$ cat src/rtl/qu_issue_sched.sv
// Reservation-station issue scheduler: per-port round-robin pick of ready entries, registered issue.
// Optional issue/blocked performance counters are enabled with `define QU_ISSUE_PERF_CNT_EN.
module qu_issue_sched #(
    parameter int RS_DEPTH       = 16,
    parameter int NUM_PORTS      = 4,
    parameter int RS_ADDR_WIDTH  = $clog2(RS_DEPTH),
    parameter int PORT_SEL_WIDTH = $clog2(NUM_PORTS)
) (
    input  logic                                clk,
    input  logic                                rst,
    input  logic                                flush,
    input  logic [RS_DEPTH-1:0]                 entry_valid,
    input  logic [RS_DEPTH-1:0]                 entry_ready,
    input  logic [RS_DEPTH*PORT_SEL_WIDTH-1:0]  entry_port,
    input  logic [NUM_PORTS-1:0]                port_rdy,
    output logic [NUM_PORTS-1:0]                issue_vld,
    output logic [NUM_PORTS*RS_ADDR_WIDTH-1:0]  issue_addr,
    output logic [RS_DEPTH-1:0]                 issue_clr,
`ifdef QU_ISSUE_PERF_CNT_EN
    output logic [31:0]                         perf_issue_cnt,
    output logic [31:0]                         perf_blk_cnt,
`endif
    output logic [RS_DEPTH-1:0]                 inflight
);

    logic [NUM_PORTS-1:0]                    issue_vld_q;
    logic [NUM_PORTS-1:0][RS_ADDR_WIDTH-1:0] issue_addr_q;
    logic [RS_DEPTH-1:0]                     issue_clr_q;
    logic [RS_DEPTH-1:0]                     inflight_q;
    logic [NUM_PORTS-1:0][RS_ADDR_WIDTH-1:0] ptr_q;

    logic [NUM_PORTS-1:0][RS_DEPTH-1:0]      cand;
    logic [NUM_PORTS-1:0]                    sel_vld;
    logic [NUM_PORTS-1:0][RS_ADDR_WIDTH-1:0] sel_idx;
    logic [NUM_PORTS-1:0]                    issue_en;
    logic [RS_DEPTH-1:0]                     issue_clr_d;

    assign issue_vld  = issue_vld_q;
    assign issue_addr = issue_addr_q;
    assign issue_clr  = issue_clr_q;
    assign inflight   = inflight_q;

    always_comb begin
        cand = '0;
        for (int p = 0; p < NUM_PORTS; p++) begin
            for (int i = 0; i < RS_DEPTH; i++) begin
                cand[p][i] = entry_valid[i] & entry_ready[i] & ~inflight_q[i] &
                             (entry_port[i*PORT_SEL_WIDTH +: PORT_SEL_WIDTH] == PORT_SEL_WIDTH'(p));
            end
        end
    end

    // Scan from the far end back toward ptr so the candidate closest to ptr is assigned last and wins.
    always_comb begin
        sel_vld     = '0;
        sel_idx     = '0;
        issue_en    = '0;
        issue_clr_d = '0;
        for (int p = 0; p < NUM_PORTS; p++) begin
            for (int k = RS_DEPTH - 1; k >= 0; k--) begin
                if (cand[p][ptr_q[p] + RS_ADDR_WIDTH'(k)]) begin
                    sel_vld[p] = 1'b1;
                    sel_idx[p] = ptr_q[p] + RS_ADDR_WIDTH'(k);
                end
            end
            issue_en[p] = sel_vld[p] & port_rdy[p] & ~flush;
            if (issue_en[p]) begin
                issue_clr_d[sel_idx[p]] = 1'b1;
            end
        end
    end

    always_ff @(posedge clk) begin
        if (!rst) begin
            issue_vld_q  <= '0;
            issue_addr_q <= '0;
            issue_clr_q  <= '0;
            inflight_q   <= '0;
            ptr_q        <= '0;
        end else if (flush) begin
            issue_vld_q  <= '0;
            issue_clr_q  <= '0;
            inflight_q   <= '0;
            ptr_q        <= '0;
        end else begin
            issue_vld_q <= issue_en;
            issue_clr_q <= issue_clr_d;
            // An entry being issued is valid, so the clear and set terms never target the same bit.
            inflight_q  <= (inflight_q & entry_valid) | issue_clr_d;
            for (int p = 0; p < NUM_PORTS; p++) begin
                if (issue_en[p]) begin
                    issue_addr_q[p] <= sel_idx[p];
                    ptr_q[p]        <= sel_idx[p] + RS_ADDR_WIDTH'(1);
                end
            end
        end
    end

`ifdef QU_ISSUE_PERF_CNT_EN
    logic [31:0] perf_issue_cnt_q;
    logic [31:0] perf_blk_cnt_q;
    logic [31:0] issue_pop;
    logic        any_blk;

    always_comb begin
        issue_pop = '0;
        for (int p = 0; p < NUM_PORTS; p++) begin
            issue_pop = issue_pop + 32'(issue_en[p]);
        end
        any_blk = |(sel_vld & ~port_rdy);
    end

    always_ff @(posedge clk) begin
        if (!rst) begin
            perf_issue_cnt_q <= '0;
            perf_blk_cnt_q   <= '0;
        end else begin
            perf_issue_cnt_q <= perf_issue_cnt_q + issue_pop;
            if (any_blk) begin
                perf_blk_cnt_q <= perf_blk_cnt_q + 32'd1;
            end
        end
    end

    assign perf_issue_cnt = perf_issue_cnt_q;
    assign perf_blk_cnt   = perf_blk_cnt_q;
`endif

endmodule

$ cat config.mk
export PLATFORM = sky130hd
export DESIGN_NAME = qu_issue_sched
export DESIGN_NICKNAME = d
export VERILOG_FILES = /design/src/rtl/qu_issue_sched.sv
export SDC_FILE = /design/constraint.sdc
export NUM_CORES = 1
export LEC_CHECK = 0
export BUFFER_PORTS_ARGS = -buffer_cell sky130_fd_sc_hd__buf_4
export CAP_MARGIN = 20
export CORE_ASPECT_RATIO = 0.8
export CORE_MARGIN = 2
export CORE_UTILIZATION = 40
export CTS_CLUSTER_SIZE = 24
export DETAILED_ROUTE_END_ITERATION = 10
export GPL_TIMING_DRIVEN = 1
export HOLD_SLACK_MARGIN = 0.05
export PLACE_DENSITY_LB_ADDON = 0.05
export SLEW_MARGIN = 0
export SYNTH_ARGS = -nofsm -noshare
export SYNTH_HDL_FRONTEND = slang
export SYNTH_SLANG_ARGS = --single-unit
$ cat constraint.sdc
create_clock -name clk -period 6.1 [get_ports clk]
set_input_delay 0.915 -clock clk [delete_from_list [all_inputs] [get_ports clk]]
set_output_delay 0.915 -clock clk [all_outputs]
set_load 0.05 [all_outputs]
==> impl_metrics.yaml, run 1 <==
cells_and_area:
  instances_no_fill: 2650
  multi_input_area_um2: 13330
  fill_cells: 3949
  utilization_pct: 45.24
  fin_nets: 2262
  regArea_um2: 1363
  drive_above_1_share_pct: 17.78
  area_growth_pct: 11.52
clocking:
  ctsResizeCount: 0
  root_buffer: "clkbuf_16"
  clockBufferDepth: 2
  postCtsHoldBufs: 0
  htreeDepth: 3
  clk_pin_slew_ns: 0.07
  cts_tree: "yes"
  cts_setup_buffers: 0
  clock-sinks: 68
  insertion_delay_ns: 0.36
  cts_buffers: 9
outcome:
  status: "finished, final reports clean"
timing:
  max_freq_mhz: 177.1
  relSlewSlack_pct: 25.27
  worstMarginPinSlew_ns: 1.109
  fin_skew_ns: 0.01028
  finalCritPeriodShare_pct: 92.54
  setup_ws_ns: 0.4550
  tns_ns: 0
  setup_viol: 0
  hold_viol: 0
  slew_viol_final: 0
  rsz0062_at_grt: "false"
  period_needed_ns: 5.645
synthesis:
  ys_top_cells_by_area: "mux4_2 (12%), dfxtp_1 (8.8%), nor2_1 (5.1%)"
  synth.ff_latch_count: 68
  synthFlopType: "dfxtp_1"
  synthArstFlopShare_pct: 0
  yosys_warnings: 0
  yosysMostFrequentCell: "nor2_1"
  ys_types: 116
  synth-seq-area-share_pct: 8.786
  synth_cells: 2078
  synth_top_area_share_pct: 12.06
  syn_avg_cell_area_um2: 7.456
  synth_enable_flop_cells: 0
  syn_nets: 2191
  yosysTopAreaCell: "mux4_2"
  syn-cell-area_um2: 15490
  yosys-top-cells-count: "nor2_1 (209), nand2_1 (200), nand3_1 (118), a21oi_1 (110), nor3_1 (110)"
placed_design:
  numPortBuffers: 122
  hpwlAfterDp_um: 63480
  pre_cts_ws_ns: 0.5140
  dp.cells: 2633
  place.gp.congestion: 1.023
routing:
  firstDrtPassIters: 6
  ant_nets: 0
  drt-wirelength-per-cell_um: 30.30
  remaining_drc_errors: 0
  via_per_inst: 7.267
  num_vias: 19260
  drt_iter0_markers: 2998
  drt_wl_total_um: 80300
grt:
  grt_overflow: 0
  grt_pass1_wl_um: 117300
  grt_max_degree: 47
  antenna_found_initial: 1
  groute.usage.overall_pct: 38.56
  grt_pass1_vias: 17320
worst_setup_path:
  cp_max_fo: 20
  path_class: "reg2reg"
  critPathRequiredTime_ns: 6.34
  startpoint_type: "flip-flop"
  end_kind: "flip-flop"
  cp.arrival_ns: 5.89
min_path:
  hp-class: "reg2reg"
die:
  die_w_um: 224.0
  pin_count: 123
  core_area_um2: 38200
  dieArea_um2: 40330
  die_h_um: 180.0
  initial_core_util_pct: 40.56
  row_count: 64
run:
  cap_viol_max_count: 0
==> layout make-up <==
class | instances | area share [%]
Timing Repair Buffer | 194 | 8.429
Tap cell | 495 | 3.584
Clock inverter | 5 | 0.3476
Antenna cell | 1 | 0.01448
Clock buffer | 11 | 1.405
Inverter | 54 | 1.173
Sequential cell | 68 | 7.886
Multi-Input combinational cell | 1822 | 77.16
==> metrics by stage <==
step | hold WS (ns) | area (µm²)
after global placement | 0.4839 | 16970
after global routing | 0.5251 | 17280
after CTS | 0.5091 | 17280
after floorplan | 0.7102 | 15490
after detailed placement | 0.4820 | 16970
final | 0.5057 | 17280
==> cells in the final DEF, fill, tap and decap left out, types with 18 or more instances in the layout <==
cell | netlist | final
nor2_1 | 209 | 209
buf_4 | 4 | 194
mux2i_1 | 69 | 69
a22oi_1 | 24 | 24
xnor2_1 | 42 | 42
o211ai_1 | 22 | 22
ha_1 | 42 | 42
nand2b_1 | 37 | 36
inv_1 | 44 | 44
nor4_1 | 22 | 22
and2_1 | 25 | 25
dfxtp_1 | 68 | 67
mux4_2 | 83 | 83
nand2_1 | 200 | 200
o21ai_0 | 57 | 57
and3_1 | 47 | 47
a211oi_1 | 49 | 49
nand3_1 | 118 | 118
o22ai_1 | 22 | 22
a21oi_1 | 110 | 110
nand4_1 | 23 | 23
nand3b_1 | 18 | 18
nor3_1 | 110 | 110
a31oi_1 | 24 | 24
nor2b_1 | 26 | 26
mux2_2 | 23 | 23
==> final timing paths <==
| check | start | end | slack [ns] | cells after the start |
|---|---|---|---|---|
| max | ptr_q[1] | issue_clr[1] | 0.45 | 20 |
| min | issue_addr[8] | issue_addr[8] | 0.51 | 1 |
| max reg2reg | ptr_q[1] | issue_clr[1] | 0.45 | 20 |
| min reg2reg | issue_addr[8] | issue_addr[8] | 0.51 | 1 |
==> per-layer routing <==
metal  vias up  track usage, %  wire length, µm
met2      1465           54.16            32350
met3       211           11.05            10550
met4         0           13.65             3353
met5         -               0                0
met1      9274           55.59            34040
li1       8307               -                -
==> cell families after synthesis <==
| group | after synthesis | synth area share (%) |
|---|---|---|
| simple gates | 956 | 32.26 |
| compound gates | 585 | 28.38 |
| buf+inv | 188 | 5.176 |
| mux | 177 | 18.36 |
| flops | 68 | 8.786 |
| xor+xnor | 62 | 3.650 |
| fa+ha+maj | 42 | 3.392 |
==> critical path: stages (launching register included) <==
cell and delay [ns]:
dfxtp_2 0.45, inv_1 0.06, buf_4 0.22, ha_1 0.54
buf_4 0.32, nor3b_1 0.21, a32oi_1 0.18, a22oi_1 0.24
nand3_1 0.18, mux2i_1 0.62, nor4_1 0.15, a2111oi_0 0.61
o31ai_2 0.17, buf_4 0.21, inv_1 0.08, ha_1 0.15
inv_1 0.05, nor2_1 0.46, nand3_1 0.15, o211a_1 0.21
a21oi_1 0.26
==> state kept, by name, indices dropped and copies added (netlist names) <==
| name | count |
|---|---|
| ptr_q | 16 |
| issue_clr | 16 |
| issue_addr | 16 |
| inflight | 16 |
| issue_vld | 4 |
Power of run 1 is not shown: default switching activity piles up to over one toggle a cycle in this logic, so the estimate is an artifact.
==> run 2, diff against run 1 <==
--- a/config.mk
+++ b/config.mk
@@ -10,6 +10,7 @@
 export CORE_ASPECT_RATIO = 0.8
 export CORE_MARGIN = 2
 export CORE_UTILIZATION = 40
+export CTS_BUF_LIST = sky130_fd_sc_hd__clkbuf_8 sky130_fd_sc_hd__clkbuf_16
 export CTS_CLUSTER_SIZE = 24
 export DETAILED_ROUTE_END_ITERATION = 10
 export GPL_TIMING_DRIVEN = 1
==> constraint.sdc (replaced) <==
create_clock -name clk -period 6.85 [get_ports clk]
set_input_delay 1.0275 -clock clk [delete_from_list [all_inputs] [get_ports clk]]
set_output_delay 1.0275 -clock clk [all_outputs]
set_load 0.05 [all_outputs]
==> run 2 against run 1 <==
  * Global-route usage down 1.1 points
  * Sequential share of layout area is 0.085 points higher
  * First-iteration DRC count down 0.57%
  * Clock skew about the same
  * Register-to-register slack improved by 0.72 ns
  * Non-clock buffer count fell by 26
  * Critical path depth decreased by 5
  * Die area stayed put
  * Design area is 1.1% lower
  * Core utilization down 0.48 points
  * Worst setup slack improved by 0.57 ns
==> impl_metrics.yaml, run 2 (same netlist as run 1, synthesis figures left out) <==
clocking:
  htreeDepth: 3
  insertion_delay_ns: 0.35
  cts_setup_buffers: 0
  root_buffer: "clkbuf_16"
  ctsResizeCount: 0
  cts_buffers: 9
  clock-sinks: 68
  clk_pin_slew_ns: 0.06
  postCtsHoldBufs: 0
  clockBufferDepth: 2
  cts_tree: "yes"
timing:
  finalCritPeriodShare_pct: 85.01
  tns_ns: 0
  hold_viol: 0
  rsz0062_at_grt: "false"
  relSlewSlack_pct: 29.13
  slew_viol_final: 0
  worstMarginPinSlew_ns: 1.058
  fin_skew_ns: 0.01037
  setup_viol: 0
  max_freq_mhz: 171.7
  period_needed_ns: 5.823
die:
  initial_core_util_pct: 40.56
  die_h_um: 180.0
  core_area_um2: 38200
  pin_count: 123
  row_count: 64
  die_w_um: 224.0
  dieArea_um2: 40330
grt:
  grt_max_degree: 47
  grt_overflow: 0
  groute.usage.overall_pct: 37.44
  grt_pass1_wl_um: 115200
  grt_pass1_vias: 17160
  antenna_found_initial: 1
routing:
  drt_iter0_markers: 2981
  ant_nets: 0
  drt_wl_total_um: 78440
  firstDrtPassIters: 6
  via_per_inst: 7.265
  num_vias: 19060
  remaining_drc_errors: 0
  drt-wirelength-per-cell_um: 29.90
worst_setup_path:
  end_kind: "flip-flop"
  path_class: "in2reg"
  cp.arrival_ns: 6.03
  startpoint_type: "input pin"
  ff2ff_path_depth: 18
  critPathRequiredTime_ns: 7.06
  cp_max_fo: 7
min_path:
  hp-class: "reg2reg"
  holdPathStages: 2
run:
  cap_viol_max_count: 0
cells_and_area:
  regArea_um2: 1363
  final_cell_mix: "nor2_1 (209), nand2_1 (200), buf_4 (168)"
  area_growth_pct: 10.34
  drive_above_1_share_pct: 16.78
  fin_nets: 2236
  multi_input_area_um2: 13330
  final_common_cell: "nor2_1"
  fill_cells: 3991
placed_design:
  hpwlAfterDp_um: 61740
  numPortBuffers: 122
  place.gp.congestion: 1.015
outcome:
  status: "finished, final reports clean"
[run 2: changes by cell type in the layout (fill, tap and decap cells not counted), sizes merged]
cell / before / now
buf: 194 / 168
bufinv: 1 / 2
clkbuf: 11 / 9
clkinv: 4 / 3
clkinvlp: 1 / 2
[run 2: cell type report]
class	count	area share [%]
multi-input combinational	1822	77.99
sequential	68	7.970
timing repair buffer	168	7.378
tap	495	3.623
clock buffer	9	1.317
inverter	54	1.186
clock inverter	6	0.5197
antenna	1	0.01464
[run 2: final timing paths]
check                           slack, ns             end           start
worst min-delay path                 0.50  issue_addr[10]  issue_addr[10]
worst max-delay path                 1.03     inflight[8]  entry_port[31]
worst min register to register       0.50  issue_addr[10]  issue_addr[10]
worst max register to register       1.17     inflight[9]        ptr_q[0]
[run 2: per-stage QoR]
step | hold slack (ns) | setup WS (ns) | instances | area (µm²) | utilization (%)
2_1_floorplan | 0.7102 | 1.986 | 2078 | 15490 | -
3_3_place_gp | 0.4870 | 1.023 | 2607 | 16780 | 43.93
3_5_place_dp | 0.4908 | 0.9226 | 2607 | 16780 | 43.93
4_1_cts | 0.5036 | 1.249 | 2622 | 17090 | 44.75
5_1_grt | 0.5339 | 0.7870 | 2623 | 17100 | 44.76
6_report | 0.5016 | 1.027 | 2623 | 17100 | 44.76
[run 2: worst max-delay path, cell delays in order]
cell and delay [ns]:
buf_4 0.12, nand3b_1 0.34, nor3_1 0.84, mux2i_1 0.25
mux4_2 0.53, mux2i_1 0.45, o31ai_1 0.15, a221oi_1 0.28
o311ai_1 0.20, a21oi_1 0.77, inv_1 0.16, ha_1 0.24
and2_1 0.18, a211oi_1 0.35, a21oi_1 0.11
[run 2: layer usage]
metal / vias up / track usage, % / share of wire (%)
li1: 8250 / - / -
met3: 197 / 7.060 / 11
met1: 9190 / 55.22 / 43
met5: - / 0 / 0
met2: 1420 / 54.20 / 41
met4: 0 / 12.48 / 4.0
Power of run 2 is left out for the same reason.
